File: src/rtl/pixel_stream_sched.sv
// Round-robin scheduler sharing one combinational pixel ROM among several image consumers.
// The granted requester receives a full image as a registered valid/ready stream.
module pixel_stream_sched #(
    parameter int unsigned N_REQ      = 4,
    parameter int unsigned IMG_PIXELS = 784,
    parameter int unsigned ADDR_W     = 10,
    parameter int unsigned PIX_W      = 8
) (
    input  logic              clk_i,
    input  logic              rst_ni,
    input  logic [N_REQ-1:0]  req_i,
    output logic [N_REQ-1:0]  grant_o,
    output logic [ADDR_W-1:0] rom_addr_o,
    input  logic [PIX_W-1:0]  rom_data_i,
    output logic [PIX_W-1:0]  pix_o,
    output logic              pix_valid_o,
    input  logic              pix_ready_i,
    output logic              pix_last_o,
    output logic              busy_o,
    output logic              done_o,
    output logic              abort_o
);

    localparam int unsigned CNT_W = $clog2(IMG_PIXELS + 1);
    localparam int unsigned IDX_W = $clog2(N_REQ);

    typedef enum logic [1:0] {StIdle, StStream, StEnd} state_e;

    state_e             state_q, state_d;
    logic [N_REQ-1:0]   grant_q, grant_d;
    logic [IDX_W-1:0]   owner_q, owner_d;
    logic [IDX_W-1:0]   rr_ptr_q, rr_ptr_d;
    logic [CNT_W-1:0]   cnt_q, cnt_d;
    logic [PIX_W-1:0]   pix_q, pix_d;
    logic               valid_q, valid_d;
    logic               last_q, last_d;
    logic               done_q, done_d;
    logic               abort_q, abort_d;

    logic               pick_found;
    logic [IDX_W-1:0]   pick_idx;
    logic [IDX_W-1:0]   cand;
    logic               load;
    logic               xfer;

    // First requester at or after the round-robin pointer, wrapping.
    always_comb begin
        pick_found = 1'b0;
        pick_idx   = '0;
        cand       = '0;
        for (int unsigned i = 0; i < N_REQ; i++) begin
            cand = IDX_W'((32'(rr_ptr_q) + i) % N_REQ);
            if (!pick_found && req_i[cand]) begin
                pick_found = 1'b1;
                pick_idx   = cand;
            end
        end
    end

    assign load = (!valid_q || pix_ready_i) && (cnt_q < CNT_W'(IMG_PIXELS));
    assign xfer = valid_q && pix_ready_i;

    always_comb begin
        state_d  = state_q;
        grant_d  = grant_q;
        owner_d  = owner_q;
        rr_ptr_d = rr_ptr_q;
        cnt_d    = cnt_q;
        pix_d    = pix_q;
        valid_d  = valid_q;
        last_d   = last_q;
        done_d   = 1'b0;
        abort_d  = 1'b0;
        unique case (state_q)
            StIdle: begin
                if (pick_found) begin
                    state_d = StStream;
                    grant_d = N_REQ'(1) << pick_idx;
                    owner_d = pick_idx;
                    cnt_d   = '0;
                end
            end
            StStream: begin
                // Abort has priority over a last-pixel transfer in the same cycle.
                if (!req_i[owner_q]) begin
                    state_d = StEnd;
                    abort_d = 1'b1;
                    valid_d = 1'b0;
                    last_d  = 1'b0;
                    pix_d   = '0;
                end else if (xfer && last_q) begin
                    state_d = StEnd;
                    done_d  = 1'b1;
                    valid_d = 1'b0;
                    last_d  = 1'b0;
                    pix_d   = '0;
                end else if (load) begin
                    pix_d   = rom_data_i;
                    valid_d = 1'b1;
                    last_d  = (cnt_q == CNT_W'(IMG_PIXELS - 1));
                    cnt_d   = cnt_q + CNT_W'(1);
                end else if (xfer) begin
                    valid_d = 1'b0;
                    last_d  = 1'b0;
                end
            end
            StEnd: begin
                state_d  = StIdle;
                grant_d  = '0;
                cnt_d    = '0;
                rr_ptr_d = (owner_q == IDX_W'(N_REQ - 1)) ? '0 : owner_q + IDX_W'(1);
            end
            default: state_d = StIdle;
        endcase
    end

    always_ff @(posedge clk_i or negedge rst_ni) begin
        if (!rst_ni) begin
            state_q  <= StIdle;
            grant_q  <= '0;
            owner_q  <= '0;
            rr_ptr_q <= '0;
            cnt_q    <= '0;
            pix_q    <= '0;
            valid_q  <= 1'b0;
            last_q   <= 1'b0;
            done_q   <= 1'b0;
            abort_q  <= 1'b0;
        end else begin
            state_q  <= state_d;
            grant_q  <= grant_d;
            owner_q  <= owner_d;
            rr_ptr_q <= rr_ptr_d;
            cnt_q    <= cnt_d;
            pix_q    <= pix_d;
            valid_q  <= valid_d;
            last_q   <= last_d;
            done_q   <= done_d;
            abort_q  <= abort_d;
        end
    end

    assign grant_o     = grant_q;
    assign rom_addr_o  = ADDR_W'(cnt_q);
    assign pix_o       = pix_q;
    assign pix_valid_o = valid_q;
    assign pix_last_o  = last_q;
    assign busy_o      = (state_q != StIdle);
    assign done_o      = done_q;
    assign abort_o     = abort_q;

endmodule

File: config.mk
export PLATFORM = sky130hd
export DESIGN_NAME = pixel_stream_sched
export DESIGN_NICKNAME = d
export VERILOG_FILES = /design/src/rtl/pixel_stream_sched.sv
export SDC_FILE = /design/constraint.sdc
export NUM_CORES = 1
export LEC_CHECK = 0
export CORE_ASPECT_RATIO = 1.4
export CORE_UTILIZATION = 43
export CTS_BUF_LIST = sky130_fd_sc_hd__clkbuf_8
export CTS_CLUSTER_SIZE = 16
export DETAILED_ROUTE_END_ITERATION = 10
export DONT_BUFFER_PORTS = 1
export PLACE_DENSITY = 0.61
export SETUP_SLACK_MARGIN = 0.2
export SYNTH_ARGS = -nofsm -noshare
export SYNTH_HDL_FRONTEND = slang
export SYNTH_SLANG_ARGS = --single-unit
File: constraint.sdc
create_clock -name clk_i -period 2.2 [get_ports clk_i]
set_input_delay 0.55 -clock clk_i [delete_from_list [all_inputs] [get_ports clk_i]]
set_output_delay 0.55 -clock clk_i [all_outputs]
set_load 0.02 [all_outputs]
==> results summary, run 1 <==
The run finished with clean final reports. The proportion of netlist area held by the largest area contributor came out at between 50% and 60%. Total power for the finished layout comes to 2.475 mW. The estimated wirelength of the detail-placed design came out at between 2 and 2.5 mm.

The die area is 3913 um^2. The post-detailed-route wirelength per cell came out at 18.67 um. The maximum vdd drop is 0.0006944 V. STA classifies the critical path endpoint as a flop. The number of max-slew violations in the final report came to 0.

In this run the number of H-tree levels came out at 2. The weighted congestion at the end of routability-driven global placement is 0.7824. The maximum fanout along the worst path is 5.

The global routing usage on met2 came out at 36.29%. Once detail routing completed, the nets flagged for antenna violations numbered 0. The total routing resource utilization after global routing came out at about 22%. In this design, the largest share of critical-path delay is due to simple AND/OR/NAND/NOR gates. The pin count of the biggest net entering global routing is 33.

The xor/xnor share of the synthesized area is 0%. The largest individual stage delay along the critical path comes from the cell sky130_fd_sc_hd__or4_4. In the synthesized netlist, the cells that appear most often are sky130_fd_sc_hd__dfrtp_1, sky130_fd_sc_hd__nand2_1, sky130_fd_sc_hd__a22o_1, sky130_fd_sc_hd__nand2b_1. Before CTS, the worst setup slack after placement is roughly 0.17 ns. The repair_antennas step left the layout with diodes totalling 0. sky130_fd_sc_hd__dfrtp_1 is the most common cell in the netlist.

Once placement finished, the instance area stood at 1645 um^2. The main combinational cell family by area after synthesis is compound AO/OA/AOI/OAI gates. The I/O pin total came out at 42. The count of state elements after synthesis came out at 32. The final critical-path required period came out at approximately 1.9 ns.

The aggregate global routing overflow is 0. The cell area after synthesis is 1575 um^2. The number of buffers and inverters on the critical path is 0. After global routing, the most crowded layer is met2. Setup repair after global routing left no endpoint under its margin. CTS placed an instance of sky130_fd_sc_hd__clkbuf_8 at the clock tree root. The number of buffers inserted during clock tree synthesis is 5. The actual slew at the worst max-slew pin came out at 0.6205 ns. The worst reg-to-reg setup slack is 0.26 ns.

The distinct cell type count after synthesis came out at 41. Relative to the synthesized area, the layout overhead comes to 16.92%. The clock net sink count came out at 32. During placement, the flow inserted port buffers numbering 0. At the later pin of the worst-skew pair, clock insertion delay measures 0.28 ns. The maximum single-stage delay on the critical path is 0.56 ns. TritonCTS built the clock tree. The power density over the cells is 1344 nW/um^2. For this block, the initial DRC count from the detailed router was 43. The number of search-and-repair iterations in the first detailed-routing pass is 4. In the synthesized netlist, the number of instances is roughly 140. The proportion of synthesized flip-flops having asynchronous set or reset came out at 100.0%.

The number of global-route vias before repair is 1275. The vertical die dimension is ~74 um. The minimum setup slack in the final design is about 0.26 ns. The fraction of layout instances using a drive strength above 1 came out at 22.22%. The count of flip-flops with a built-in enable after synthesis is 0. The part of the cycle the worst path needs came out at 88.08%. The complex-gate fraction of the synthesized area came out at 19.62%. The net count of the finished layout came out at 179. When the netlist entered floorplanning its net count stood at 161. The worst clock skew is around 0.0055 ns.

The category of the worst setup path launch point is a flop. The data required time of the critical path is ~2.4 ns. The final design instance area without fill came out at around 1800 um^2. The static power due to leakage is around 0.82 nW.

The die outline width came out at ~53 um. Using the TritonRoute via totals, the vias-per-cell ratio works out to a little over 6. The number of design rule violations left after detail routing came out at 0. The floorplan row count is 25. The clock edge transition at the registers on the reported setup and hold paths is 0.07 ns. The number of max-cap violations is 0.

Traced cell by cell, the critical path runs through or4_4 -> a32o_2 -> or4_1 -> a21boi_1. The total detailed-routing wirelength is 3.772 mm. The met1 capacity usage during global routing came out at 24.77%. Sorting the synthesized cells by area gives the leading types as sky130_fd_sc_hd__dfrtp_1, sky130_fd_sc_hd__a22o_1, sky130_fd_sc_hd__nand2_1, sky130_fd_sc_hd__o31ai_1, sky130_fd_sc_hd__mux2i_1.

The register area share after synthesis is approximately 51%. The starting density of the core came out at 45.78%. The leading register cell type out of synthesis is sky130_fd_sc_hd__dfrtp_1.

The sum of negative setup slack came out at 0 ns. The via count is 1238. The worst setup path is of the reg2reg kind. The multiplexer fraction of the synthesized cell area came out at approximately 6.0%. The global-route met3 utilization is 6.004%. The average cell area after synthesis is 10.94 um^2. The total of endpoints with negative setup slack in the final report came out at 0. The number of antenna violations at the first check in global routing came out at 0.

The post-synthesis adder-cell area fraction came out at around 1.6%. In this run the tightest slew margin relative to its limit is about three fifths. The classification of the worst-slack hold path is in2async.

The core region is ~3400 um^2. The number of warnings issued by yosys came out at 0. The cell taking the most area after synthesis is sky130_fd_sc_hd__dfrtp_1. The maximum number of buffers from clock root to sink came out at 2.

The critical path data arrival time came out at 2.14 ns. The number of endpoints with negative hold slack in the final report came out at 0. The highest clock rate came out at 0.5161 GHz. Of the total synthesized cell area, the portion taken by AND, OR, NAND and NOR gates is 18.82%. The first global-routing pass estimated 5.996 mm of wire.
-- placed cells by master (no fill, tap or decap), types with 3 or more instances in the layout --
master	n
sky130_fd_sc_hd__inv_1	4
sky130_fd_sc_hd__dfrtp_1	30
sky130_fd_sc_hd__a22o_1	9
sky130_fd_sc_hd__clkbuf_8	7
sky130_fd_sc_hd__mux2i_1	5
sky130_fd_sc_hd__nand2_1	14
sky130_fd_sc_hd__nand3_1	7
sky130_fd_sc_hd__nand2b_1	8
sky130_fd_sc_hd__o31ai_1	7
sky130_fd_sc_hd__buf_4	12
sky130_fd_sc_hd__nand4_1	3
sky130_fd_sc_hd__a21oi_1	5
sky130_fd_sc_hd__nor2_1	4
sky130_fd_sc_hd__o21ai_0	4
sky130_fd_sc_hd__a21o_1	3
sky130_fd_sc_hd__or4_1	3
-- timing repair --
action	in CTS	in global routing
endpoints found under the setup margin	2	12
hold endpoints to repair	32	0
gates resized for setup	0	5
pin swaps	0	4
gates cloned	1	1
hold buffers	1	0
buffers inserted	2	5
-- routing by layer --
metal,vias up,part of all wire [%]
li1,581,-
met1,600,40
met2,47,52
met3,10,5.5
met4,0,2.6
met5,-,0
-- per-stage QoR --
stage	utilization (%)	std cells	hold WS, ns
global placement	47.82	185	0.2551
finish	53.53	202	0.09194
floorplan	-	144	0.2544
CTS	51.93	196	0.09245
global route	53.53	202	0.09460
detailed placement	47.82	185	0.2551
-- final timing paths --
check,startpoint,to,cells after the start
max reg2reg,rom_addr_o[5],rom_addr_o[4],4
min,rst_ni,rom_addr_o[5],1
max in group asynchronous,rst_ni,owner_q[0],1
max,rom_addr_o[5],rom_addr_o[4],4
min in group clk_i,rom_data_i[2],pix_o[2],1
min reg2reg,owner_q[1],owner_q[1],2
-- layout make-up --
cell class	count	area, um^2
inverter	4	15.01
clock buffer	7	96.34
tap	40	50.05
sequential	32	803.3
multi-input combinational	103	739.5
fill	323	1599
timing repair buffer	16	137.6
-- registers in the layout (all words and copies together), names as in the netlist --
signal / flops
state_q: 2
grant_o: 4
abort_o: 1
done_o: 1
pix_o: 8
owner_q: 2
rom_addr_o: 10
pix_last_o: 1
rr_ptr_q: 2
pix_valid_o: 1
-- power by group --
group	switching (mW)	total, mW	internal (mW)	leakage [nW]
combinational	0.480	0.875	0.395	0.352
clock	0.203	0.481	0.278	0.0503
sequential	0.344	1.12	0.775	0.423
total	1.03	2.47	1.45	0.824
-- kinds of logic after synthesis --
family | Yosys count
buffers and inverters | 10
DFF | 32
adders and majority gates | 2
and+or+nand+nor | 51
muxes | 8
AOI/OAI and AO/OA | 41
(Power assumes the default switching activity.)
==> run 2, diff against run 1 <==
==> constraint.sdc (replaced) <==
create_clock -name clk_i -period 1.8 [get_ports clk_i]
set_input_delay 0.45 -clock clk_i [delete_from_list [all_inputs] [get_ports clk_i]]
set_output_delay 0.45 -clock clk_i [all_outputs]
set_load 0.02 [all_outputs]
==> results summary, run 2 (synthesized netlist as in run 1, its figures left out) <==
The weighted congestion at the end of routability-driven global placement is 0.7665. Summed over all failing endpoints, the final setup total negative slack is -0.6586 ns. Row generation in the floorplan step produced 25 rows. The filler cell count came out at 310.

The die outline width came out at around 53 um. Setup violations remaining at the end of the flow were counted as 13. The post-detailed-route wirelength per cell is 17.81 um. The classification of the worst-slack hold path is in2reg. The TritonCTS clock tree is done. The aggregate global routing overflow is 0. The net count of the finished layout came out at 187. STA classifies the critical path startpoint as a flop.

In the routed design, unresolved DRC markers number 0. The final design instance area without fill came out at a little over 2000 um^2. The highest clock rate is around 0.52 GHz. The number of endpoints with negative hold slack in the final report is 0. At the placement stage, the worst setup path has a slack of -0.1240 ns. The part of the cycle the worst path needs is 106.3%. The fraction of layout instances using a drive strength above 1 is 30.99%. The run finished, with violations left. The final critical-path required period is between 1.5 and 2 ns. In the routed layout, each cell is associated on average with a via count of 6.081.

The minimum setup slack in the final design is -0.1127 ns. In the final layout, the multi-input gates occupy 832.0 um^2. During I/O placement, the number of pins put on the boundary was 42. The clock tree synthesis step divided the H-tree into 2 levels. The final total power came out at 3.219 mW. The maximum number of buffers from clock root to sink came out at 2. The number of antenna violations at the first check in global routing is 0.

The flip-flop count of the largest register after layout is 10. The core area came out at roughly 3400 um^2. The clock arrives with 0.005471 ns of skew. The static power due to leakage came out at about 0.89 nW. The pin count of the biggest net entering global routing came out at 33. The relative slew slack came out at 71.59%. The vertical die dimension came out at 73.62 um. The number of max-slew violations in the final report was 0. The final route contains between 1000 and 1500 vias. The checks that failed: setup timing. The number of global-route vias before repair is ~1200. The number of inserted diodes is 0. The library cell used most frequently in the layout, excluding fill and tap cells, is sky130_fd_sc_hd__dfrtp_1. In this run the remaining antenna-violating nets after routing total 0. The sequential cell area in the final layout is 805.8 um^2.

The initial utilization of the core area, before any placement, comes to 45.78%. Along the worst path, the maximum fanout reaches 4. Clock tree synthesis found a total of 32 sinks. STA classifies the critical path endpoint as a flop. Counting tap cells, the placed design contains a total of 199 instances.

In this run the tool buffered the top-level ports with 0 buffer cells. The top cell types in the final layout, fill and taps aside, are sky130_fd_sc_hd__dfrtp_1, sky130_fd_sc_hd__buf_4, sky130_fd_sc_hd__nand2_1. By startpoint and endpoint, the worst setup path is classified as reg2reg.

The actual slew at the worst max-slew pin is 0.4261 ns. The insertion delay to the later sink of the worst-skew pair is 0.29 ns. The global-route wire length before repair came out at 5.554 mm. The first detailed-routing pass ran for 4 iterations. The critical path data arrival time came out at between 2 and 2.5 ns. The total detailed-routing wirelength is 3.758 mm. The data required time of the critical path is 2.01 ns. Power spread over the standard cell area amounts to ~1600 nW/um^2. The clock edge transition at the registers on the reported setup and hold paths came out at 0.07 ns. The total routing resource utilization after global routing is about a fifth.

Max-cap violations in this run came to 0. The clock tree root buffer cell is sky130_fd_sc_hd__clkbuf_8. The number of buffers inserted during clock tree synthesis came out at 5.

The HPWL after detailed placement is 2.652 mm. The die covers 3913 um^2. Relative to the synthesized area, the layout overhead comes to 27.80%. The count of non-filler cells in the finished layout came out at 211. VDD sags by at most a little over 0.001 V. Setup repair after global routing could not meet its margin everywhere. After detailed placement, the total cell area comes to 1785 um^2.

In this run, the number of DRC markers left after iteration 0 of detailed routing was 18.
-- run 2: path summary, 6_finish.rpt --
path,startpoint,end,slack (ns),cells after the start
setup / recovery,rom_addr_o[5],rom_addr_o[4],-0.11,4
max in group asynchronous,rst_ni,rom_addr_o[6],1.02,2
setup reg to reg,rom_addr_o[5],rom_addr_o[4],-0.11,4
hold / removal,rom_data_i[0],pix_o[0],0.30,1
hold reg to reg,owner_q[1],owner_q[1],0.55,2
min in group asynchronous,rst_ni,rom_addr_o[9],0.60,2
-- run 2: metrics by stage --
stage / hold slack [ns] / util, %
floorplan: 0.1544 / -
global placement: 0.1550 / 51.89
detailed placement: 0.1555 / 51.89
CTS: 0.2899 / 57.16
global route: 0.2915 / 58.51
finish: 0.2978 / 58.51
-- run 2: routing by layer --
layer  vias up  wire length (um)  part of all wire, %  track usage (%)
met5         -                 0                    0                0
met4         0                81                  2.2            11.70
met3         5               197                  5.2            6.625
met2        34              2009                   53            32.21
met1       642              1469                   39            23.97
li1        602                 -                    -                -
-- run 2: layout make-up --
type | instances | area share (%)
multi-input combinational | 103 | 41.33
sequential | 32 | 40.02
clock buffer | 5 | 3.418
timing repair buffer | 24 | 10.07
clock inverter | 3 | 1.927
inverter | 4 | 0.7458
tap | 40 | 2.486
-- run 2: where the power goes --
group | switching [mW] | leakage (nW) | internal (mW) | total, mW
logic | 0.713 | 0.415 | 0.525 | 1.24
clock network | 0.272 | 0.0593 | 0.405 | 0.677
registers | 0.360 | 0.419 | 0.945 | 1.30
total | 1.34 | 0.893 | 1.87 | 3.22
-- run 2: repair_timing --
item / CTS / global route
resized for setup: 7 / 7
gates cloned: 1 / 0
hold buffers: 2 / 0
endpoints found under the setup margin: 21 / 21
hold endpoints to repair: 32 / 0
pin swaps: 7 / 11
setup buffers: 1 / 0
-- run 2: worst max-delay path, stage by stage (launching register included) --
cell	delay [ns]
sky130_fd_sc_hd__dfrtp_2	0.40
sky130_fd_sc_hd__or4_4	0.54
sky130_fd_sc_hd__a32o_2	0.29
sky130_fd_sc_hd__or4_1	0.48
sky130_fd_sc_hd__a21boi_1	0.14
